<file path="src/rtl/multicycle_pkg.sv">
// Shared definitions for the multi-cycle control FSM: opcodes, state
// encoding, mux select encodings and the bundled control word.
package multicycle_pkg;

   // ISA opcodes (IR[15:12])
   localparam logic [3:0] OP_R    = 4'b0000;
   localparam logic [3:0] OP_ADDI = 4'b0001;
   localparam logic [3:0] OP_ANDI = 4'b0010;
   localparam logic [3:0] OP_ORI  = 4'b0011;
   localparam logic [3:0] OP_SUBI = 4'b0100;
   localparam logic [3:0] OP_LHW  = 4'b0111;
   localparam logic [3:0] OP_SHW  = 4'b1000;
   localparam logic [3:0] OP_BEQ  = 4'b1001;
   localparam logic [3:0] OP_BNE  = 4'b1010;
   localparam logic [3:0] OP_BLT  = 4'b1011;
   localparam logic [3:0] OP_BGT  = 4'b1100;
   localparam logic [3:0] OP_JMP  = 4'b1111;

   // ALU operation codes used outside the opcode pass-through states
   localparam logic [3:0] ALUOP_RTYPE = 4'b0000;
   localparam logic [3:0] ALUOP_ADD   = 4'b0001;

   // ALU B operand select
   localparam logic [1:0] SRCB_REG  = 2'b00;
   localparam logic [1:0] SRCB_ONE  = 2'b01;
   localparam logic [1:0] SRCB_IMM  = 2'b10;
   localparam logic [1:0] SRCB_BOFF = 2'b11;

   // PC source select
   localparam logic [1:0] PCSRC_ALU    = 2'b00;
   localparam logic [1:0] PCSRC_ALUOUT = 2'b01;
   localparam logic [1:0] PCSRC_JUMP   = 2'b10;

   typedef enum logic [3:0] {
      ST_FETCH     = 4'd0,
      ST_DECODE    = 4'd1,
      ST_EXEC_R    = 4'd2,
      ST_EXEC_I    = 4'd3,
      ST_ALU_WB    = 4'd4,
      ST_MEM_ADDR  = 4'd5,
      ST_MEM_READ  = 4'd6,
      ST_MEM_WB    = 4'd7,
      ST_MEM_WRITE = 4'd8,
      ST_BRANCH    = 4'd9,
      ST_JUMP      = 4'd10,
      ST_HALT      = 4'd11
   } state_t;

   // Complete set of datapath controls produced each cycle
   typedef struct packed {
      logic       mem_req;
      logic       iord;
      logic       mem_read;
      logic       mem_write;
      logic       ir_write;
      logic       mem_to_reg;
      logic       reg_dst;
      logic       reg_write;
      logic       sign_ext;
      logic       alu_src_a;
      logic [1:0] alu_src_b;
      logic [3:0] alu_op;
      logic       pc_write;
      logic       pc_write_cond;
      logic [1:0] pc_source;
      logic       halted;
      logic       retire;
   } ctrl_t;

   // Opcode dispatch out of DECODE; anything unlisted is illegal and halts
   function automatic state_t decode_next(input logic [3:0] op);
      state_t nxt;
      case (op)
         OP_R:                             nxt = ST_EXEC_R;
         OP_ADDI, OP_ANDI, OP_ORI, OP_SUBI: nxt = ST_EXEC_I;
         OP_LHW, OP_SHW:                   nxt = ST_MEM_ADDR;
         OP_BEQ, OP_BNE, OP_BLT, OP_BGT:   nxt = ST_BRANCH;
         OP_JMP:                           nxt = ST_JUMP;
         default:                          nxt = ST_HALT;
      endcase
      return nxt;
   endfunction

endpackage

</file>
<file path="src/rtl/multicycle_ctrl_decode.sv">
// Combinational control-word generator: maps the current state, the
// captured opcode and the memory handshake onto the datapath controls.
module multicycle_ctrl_decode
   import multicycle_pkg::*;
(
   input  state_t     i_state,
   input  logic [3:0] i_op_q,
   input  logic       i_mem_ready,
   output ctrl_t      o_ctrl
);

   // Per-state control word; every field not set stays 0
   always_comb begin
      o_ctrl = '0;
      case (i_state)
         ST_FETCH: begin
            o_ctrl.mem_req   = 1'b1;
            o_ctrl.mem_read  = 1'b1;
            o_ctrl.alu_src_b = SRCB_ONE;
            o_ctrl.alu_op    = ALUOP_ADD;
            o_ctrl.pc_source = PCSRC_ALU;
            // IR and PC only load once the fetch data is actually there
            o_ctrl.ir_write  = i_mem_ready;
            o_ctrl.pc_write  = i_mem_ready;
         end
         ST_DECODE: begin
            o_ctrl.alu_src_b = SRCB_BOFF;
            o_ctrl.alu_op    = ALUOP_ADD;
            o_ctrl.sign_ext  = 1'b1;
         end
         ST_EXEC_R: begin
            o_ctrl.alu_src_a = 1'b1;
            o_ctrl.alu_src_b = SRCB_REG;
            o_ctrl.alu_op    = ALUOP_RTYPE;
         end
         ST_EXEC_I: begin
            o_ctrl.alu_src_a = 1'b1;
            o_ctrl.alu_src_b = SRCB_IMM;
            o_ctrl.alu_op    = i_op_q;
            // logical immediates are zero-extended, arithmetic ones sign-extended
            o_ctrl.sign_ext  = (i_op_q == OP_ADDI) || (i_op_q == OP_SUBI);
         end
         ST_ALU_WB: begin
            o_ctrl.reg_write = 1'b1;
            o_ctrl.reg_dst   = (i_op_q == OP_R);
            o_ctrl.retire    = 1'b1;
         end
         ST_MEM_ADDR: begin
            o_ctrl.alu_src_a = 1'b1;
            o_ctrl.alu_src_b = SRCB_IMM;
            o_ctrl.sign_ext  = 1'b1;
            o_ctrl.alu_op    = i_op_q;
         end
         ST_MEM_READ: begin
            o_ctrl.mem_req  = 1'b1;
            o_ctrl.mem_read = 1'b1;
            o_ctrl.iord     = 1'b1;
         end
         ST_MEM_WB: begin
            o_ctrl.reg_write  = 1'b1;
            o_ctrl.mem_to_reg = 1'b1;
            o_ctrl.retire     = 1'b1;
         end
         ST_MEM_WRITE: begin
            o_ctrl.mem_req   = 1'b1;
            o_ctrl.mem_write = 1'b1;
            o_ctrl.iord      = 1'b1;
            o_ctrl.retire    = i_mem_ready;
         end
         ST_BRANCH: begin
            o_ctrl.alu_src_a     = 1'b1;
            o_ctrl.alu_src_b     = SRCB_REG;
            o_ctrl.alu_op        = i_op_q;
            o_ctrl.pc_write_cond = 1'b1;
            o_ctrl.pc_source     = PCSRC_ALUOUT;
            o_ctrl.retire        = 1'b1;
         end
         ST_JUMP: begin
            o_ctrl.pc_write  = 1'b1;
            o_ctrl.pc_source = PCSRC_JUMP;
            o_ctrl.retire    = 1'b1;
         end
         ST_HALT: begin
            o_ctrl.halted = 1'b1;
         end
         default: begin
            o_ctrl = '0;
         end
      endcase
   end

endmodule

</file>
<file path="src/rtl/multicycle_control_fsm.sv">
// Multi-cycle sequencing controller: state register, opcode capture,
// retired-instruction counter and reset gating of all outputs.
module multicycle_control_fsm
   import multicycle_pkg::*;
#(
   parameter int CNT_W = 16
) (
   input  logic             clk,
   input  logic             rst,
   input  logic [3:0]       op,
   input  logic             mem_ready,
   output logic             mem_req,
   output logic             IorD,
   output logic             MemRead,
   output logic             MemWrite,
   output logic             IRWrite,
   output logic             MemToReg,
   output logic             RegDst,
   output logic             RegWrite,
   output logic             SignExt,
   output logic             ALUSrcA,
   output logic [1:0]       ALUSrcB,
   output logic [3:0]       ALUOp,
   output logic             PCWrite,
   output logic             PCWriteCond,
   output logic [1:0]       PCSource,
   output logic             halted,
   output logic             instr_retired,
   output logic [CNT_W-1:0] retired_count
);

   localparam logic [CNT_W-1:0] CNT_ONE = {{(CNT_W-1){1'b0}}, 1'b1};

   state_t           r_state;
   logic [3:0]       r_op_q;
   logic [CNT_W-1:0] r_count;
   ctrl_t            w_ctrl;
   ctrl_t            w_out;

   multicycle_ctrl_decode u_decode (
      .i_state     (r_state),
      .i_op_q      (r_op_q),
      .i_mem_ready (mem_ready),
      .o_ctrl      (w_ctrl)
   );

   // Reset forces every output low in the same cycle, even mid-access
   always_comb begin
      if (rst) begin
         w_out = '0;
      end else begin
         w_out = w_ctrl;
      end
   end

   assign mem_req       = w_out.mem_req;
   assign IorD          = w_out.iord;
   assign MemRead       = w_out.mem_read;
   assign MemWrite      = w_out.mem_write;
   assign IRWrite       = w_out.ir_write;
   assign MemToReg      = w_out.mem_to_reg;
   assign RegDst        = w_out.reg_dst;
   assign RegWrite      = w_out.reg_write;
   assign SignExt       = w_out.sign_ext;
   assign ALUSrcA       = w_out.alu_src_a;
   assign ALUSrcB       = w_out.alu_src_b;
   assign ALUOp         = w_out.alu_op;
   assign PCWrite       = w_out.pc_write;
   assign PCWriteCond   = w_out.pc_write_cond;
   assign PCSource      = w_out.pc_source;
   assign halted        = w_out.halted;
   assign instr_retired = w_out.retire;
   assign retired_count = rst ? {CNT_W{1'b0}} : r_count;

   // State sequencing, opcode capture in DECODE and retire counting
   always_ff @(posedge clk) begin
      if (rst) begin
         r_state <= ST_FETCH;
         r_op_q  <= 4'b0000;
         r_count <= {CNT_W{1'b0}};
      end else begin
         if (w_ctrl.retire) begin
            r_count <= r_count + CNT_ONE;
         end
         case (r_state)
            ST_FETCH:     if (mem_ready) r_state <= ST_DECODE;
            ST_DECODE: begin
               r_op_q  <= op;
               r_state <= decode_next(op);
            end
            ST_EXEC_R:    r_state <= ST_ALU_WB;
            ST_EXEC_I:    r_state <= ST_ALU_WB;
            ST_ALU_WB:    r_state <= ST_FETCH;
            ST_MEM_ADDR:  r_state <= (r_op_q == OP_LHW) ? ST_MEM_READ : ST_MEM_WRITE;
            ST_MEM_READ:  if (mem_ready) r_state <= ST_MEM_WB;
            ST_MEM_WB:    r_state <= ST_FETCH;
            ST_MEM_WRITE: if (mem_ready) r_state <= ST_FETCH;
            ST_BRANCH:    r_state <= ST_FETCH;
            ST_JUMP:      r_state <= ST_FETCH;
            ST_HALT:      r_state <= ST_HALT;
            default:      r_state <= ST_HALT;
         endcase
      end
   end

endmodule

</file>
<file path="config.mk">
export PLATFORM = sky130hd
export DESIGN_NAME = multicycle_control_fsm
export DESIGN_NICKNAME = d
export VERILOG_FILES = /design/src/rtl/multicycle_pkg.sv /design/src/rtl/multicycle_ctrl_decode.sv /design/src/rtl/multicycle_control_fsm.sv
export SDC_FILE = /design/constraint.sdc
export NUM_CORES = 1
export LEC_CHECK = 0
export ABC_AREA = 1
export CAP_MARGIN = 20
export CORE_AREA = 2 2 60 62
export DETAILED_ROUTE_END_ITERATION = 7
export DIE_AREA = 0 0 62 64
export DONT_BUFFER_PORTS = 1
export GPL_TIMING_DRIVEN = 0
export HOLD_SLACK_MARGIN = 0.08
export PLACE_DENSITY = 0.75
export SYNTH_ARGS = -nofsm -noshare
export SYNTH_HDL_FRONTEND = slang
export SYNTH_HIERARCHICAL = 1
export SYNTH_SLANG_ARGS = --single-unit
</file>
<file path="constraint.sdc">
create_clock -name clk -period 2.15 [get_ports clk]
set_clock_uncertainty 0.15 [all_clocks]
set_input_delay 0.645 -clock clk [delete_from_list [all_inputs] [get_ports clk]]
set_output_delay 0.645 -clock clk [all_outputs]
set_load 0.05 [all_outputs]
</file>
---- Word level (Yosys, flattened, before mapping) ----
Memories as Yosys holds them, arrays and structs flattened.
Index checks and enable logic that the tools add are counted.
Widths: inputs -> output; s select.
word-level totals
  bits in writable memories ............... 0
  memory bits (read-only) ................. 64
  output and inout port bits .............. 38
  latch bits .............................. 0
  register bits ........................... 24
  word-level logic and storage cells ...... 58
  memories ................................ 1
  input bits .............................. 7
memories
  memory           depth  bits a word  read ports  clocked after memory_dff  write ports  line                  RTL
  (no name shown)  16     4            1           0                         0            multicycle_pkg.sv:73  case (op)
cells by class
  bitwise operators ....................... 0
  multipliers ............................. 0
  mux-type cells .......................... 23
  $lt $le $gt $ge ......................... 0
  reduce and logical (&&, ||, !) cells .... 13
  equality and inequality tests ........... 17
  shift operators ......................... 0
  $add $sub $neg .......................... 1
  divide/modulo/power cells ............... 0
operators by type and width
  operator               number
  $pmux 4 s7             1
  $eq 4x3->1 const B     6
  $pmux 6 s4             1
  $mux 22                1
  $add 16x1->16 const B  1
  $eq 4x4->1 const B     4
  $mux 16                1
  $mux 4                 4
  $reduce_or 2->1        6
  $mux 1                 11
  $eq 4x1->1 const B     2
  $eq 4x2->1 const B     2
  $logic_not 4->1        2
  $reduce_or 4->1        2
  $ne 2x2->1 const B     3
  $pmux 1 s2             3
  $pmux 2 s2             1
  $reduce_and 3->1       1
  $reduce_or 3->1        1
  $logic_or 1x1->1       1

---- Logic depth before layout (Yosys ltp) ----
  depth after elaboration ................. 4
  mapped depth ............................ 13
  mapped depth without buffers ............ 12

---- Modules after synthesis ----
Netlist, hierarchy kept.
modules (own cells, without submodules)
  module                  area each (um2)  cells each  instances
  multicycle_control_fsm  1,594.0          269         1
  multicycle_ctrl_decode  300.3            61          1

---- Worst setup path before layout ----
No wires, ideal clock.
  path type ............................... input to output
  start point ............................. input mem_ready
  end point ............................... output instr_retired
  arrival time ............................ 1,785 ps
  path buffers ............................ 1
  required time ........................... 1,355 ps
  stages .................................. 7
  setup slack ............................. -430 ps
  cell sequence ........................... inv_1 nand2_1 nand3_1 nand3_1 buf_4 inv_1 nor2_1
RTL lines
  element          line                          RTL
  start, declared  multicycle_control_fsm.sv:11  input logic mem_ready,
  end, declared    multicycle_control_fsm.sv:28  output logic instr_retired,

==> qor.yml <==
drv_cap: 0
swShare_pct: 45.49
p_int_w: 0.0009283
ys.flop_type: "dfxtp_1"
hold_path.class: "in -> reg"
dieArea_um2: 3968
dieWidth_um: 62
failed_checks: "setup timing"
hp-start: "op[0]"
fin_crit_sh_pct: 113.0
cts-root-buf: "clkbuf_4"
status: "finished with violations"
r2r-end: "r_count[15]$_SDFFE_PP0P_"
hold_buffers: 0
ant_nets: 0
grt_pass1_vias: 1834
grt_overflow: 0
grt_max_degree: 15
final_util_pct: 77.87
first_pass_iters: 4
pwr_density_cell_nw_per_um2: 665.9
grt_usage_pct: 26.12
via_count: 2024
dp_cells: 376
tightestPinTransition_ns: 0.5891
clk_latency_ns: 0.32
r2r_cells: 14
required_ns: 1.35
dp_hpwl_um: 3260
multi_input_area_um2: 1476
ys_types: 26
totalWireLength_um: 5082
synth_nets: 341
syn_avg_cell_area_um2: 5.740
rows: 21
drive_gt1_share_pct: 37.18
synth_seq_area_share_pct: 25.36
io-pin-count: 45
drv_slew: 0
antenna_found_initial: 0
coreArea_um2: 3284
hold_slack_ns: 0.3487
rsz0062_at_grt: "true"
p_total_w: 0.001703
cts_tree: "yes"
drtIter0Drc: 188
setup_viol: 20
fin_cells: 393
fin_crit_ns: 2.429
setup_tns_ns: -3.768
fin_ws_ns: -0.2791
ff2ff_setup_slack_ns: 0.14
critPathKind: "reg -> out"
timing.fmax_mhz: 411.7
clock_power_share_pct: 19.3
yosysWarnings: 6
cts_buffer_depth: 2
nFillCells: 248
port_buffers: 0
power_frac_seq_pct: 32.7
nets: 359
diodes: 0
htreeDepth: 1
initial_core_util_pct: 57.68
final_hold_viol_count: 0
drc: 0
cp-end-kind: "primary output"
syn2layout_area_growth_pct: 35.01
slew_headroom_pct: 60.68
hold_depth: 2
grt_pass1_wl_um: 8045
cts_made_buffers: 3
critPathLaunchType: "flop"
synthCells: 330
ir_drop_mv: 0.7354
synth_edf_count: 0
via_per_inst: 5.150
synth_area_um2: 1894
hold_end: "r_op_q[0]$_SDFFE_PP0P_"
p_leak_nw: 1.053
gp_congestion: 0.8106
wl_per_cell_um: 12.93
worstPathMaxFanout: 5
die_h_um: 64
ys_async_sr_fraction_pct: 0
final-seq-area_um2: 498.0
clock_sinks: 24
p_sw_w: 0.0007746
worstPathArrival_ns: 1.63
synth_seq_cells: 24
clk_pin_slew_ns: 0.12
comb_power_share_pct: 48.0
r2r_start: "r_state[0]$_SDFFE_PP0P_"
==> cell usage after synthesis (all sizes together), types with 4 or more instances <==
| cell | instances | share of area [%] |
|---|---|---|
| a21oi | 15 | 4.0 |
| nand2 | 67 | 15 |
| nor2 | 91 | 22 |
| buf | 6 | 1.7 |
| ha | 4 | 2.6 |
| nand3 | 24 | 6.6 |
| inv | 71 | 14 |
| nor3 | 6 | 1.8 |
| o21ai | 15 | 4.0 |
| dfxtp | 24 | 25 |
==> kinds of logic (layout without fill, tap and decap cells) <==
group                      Yosys count  after routing  synth area share, %
and+or+nand+nor                    192            192                47.16
buffers and inverters               78             95                15.98
AOI/OAI and AO/OA                   31             31                8.388
DFF                                 24             24                25.36
adders and majority gates            4              4                2.642
xor gates and xnor gates             1              1               0.4624
==> cell usage in the layout (no fill, tap or decap), types with 2 or more instances in the layout <==
master / netlist / final
a21oi_1: 15 / 15
buf_4: 1 / 8
buf_6: 0 / 10
clkbuf_4: 0 / 3
dfxtp_1: 24 / 18
dfxtp_2: 0 / 2
dfxtp_4: 0 / 4
ha_1: 4 / 4
inv_1: 67 / 51
inv_2: 4 / 16
inv_4: 0 / 4
nand2_1: 57 / 51
nand2_2: 7 / 10
nand2_4: 3 / 5
nand3_1: 23 / 20
nand3_2: 1 / 4
nor2_1: 78 / 35
nor2_2: 6 / 9
nor2_4: 7 / 47
nor3_1: 5 / 5
o21ai_0: 13 / 12
o21ai_1: 2 / 2
==> worst max path at each step <==
stage	start	endpoint	slack, ns	cells after the start
2_1_floorplan	rst	retired_count[0]	-0.15	2
3_3_place_gp	rst	retired_count[4]	-0.24	3
3_5_place_dp	rst	retired_count[4]	-0.23	3
4_1_cts	r_state[2]$_SDFFE_PP0P_	ALUOp[3]	-0.23	8
5_1_grt	r_state[0]$_SDFFE_PP0P_	ALUOp[1]	-0.35	9
6_report	r_state[0]$_SDFFE_PP0P_	ALUOp[1]	-0.28	9
==> layout make-up <==
cell class                 instances  area share (%)
timing repair buffer              13           4.697
inverter                          71           10.81
clock inverter                     1           1.174
sequential                        24           19.47
clock buffer                       3          0.8806
tap                               46           2.250
multi-input combinational        228           57.73
buffer                             7           2.984
==> power by group through the flow <==
stage / registers (W) / clock network, W / logic (W)
6_report: 0.000557 / 0.000329 / 0.000817
5_1_grt: 0.000562 / 0.000350 / 0.000888
4_1_cts: 0.000553 / 0.000342 / 0.000745
3_5_place_dp: 0.000553 / 0 / 0.000613
3_3_place_gp: 0.000553 / 0 / 0.000604
2_1_floorplan: 0.000538 / 0 / 0.000548
==> routing by layer <==
layer / part of all wire [%] / global-route usage [%] / vias to the layer above / routed length, µm
met5: 0 / 0 / - / 0
met2: 49 / 41.80 / 82 / 2511
li1: - / - / 1025 / -
met3: 7.7 / 6.073 / 17 / 391
met1: 40 / 35.29 / 900 / 2045
met4: 2.6 / 5.319 / 0 / 134
==> sequential cells by signal (all words and copies together), names as in the netlist <==
signal   cells
r_op_q       4
r_state      4
r_count     16
==> critical path, stage by stage (launching register included) <==
cell and delay, ns:
dfxtp_4 0.40, buf_6 0.12, nand2_4 0.07, inv_4 0.08
nand2_4 0.06, nand2_4 0.09, nor2_4 0.05, nor2_1 0.08
inv_1 0.07, nor2_4 0.30
==> per-stage QoR <==
stage	worst slack, ns	cell area [µm²]
floorplan	-0.1471	2052
detailed placement	-0.2284	2110
finish	-0.2791	2557
CTS	-0.2269	2461
global route	-0.3533	2557
global placement	-0.2363	2110
==> what timing repair did <==
action / in CTS / in global routing
setup buffers: 9 / 4
setup endpoints to repair: 38 / 37
pin swaps: 26 / 20
resized for setup: 75 / 23
No activity file was read; power rests on OpenSTA's default activity.
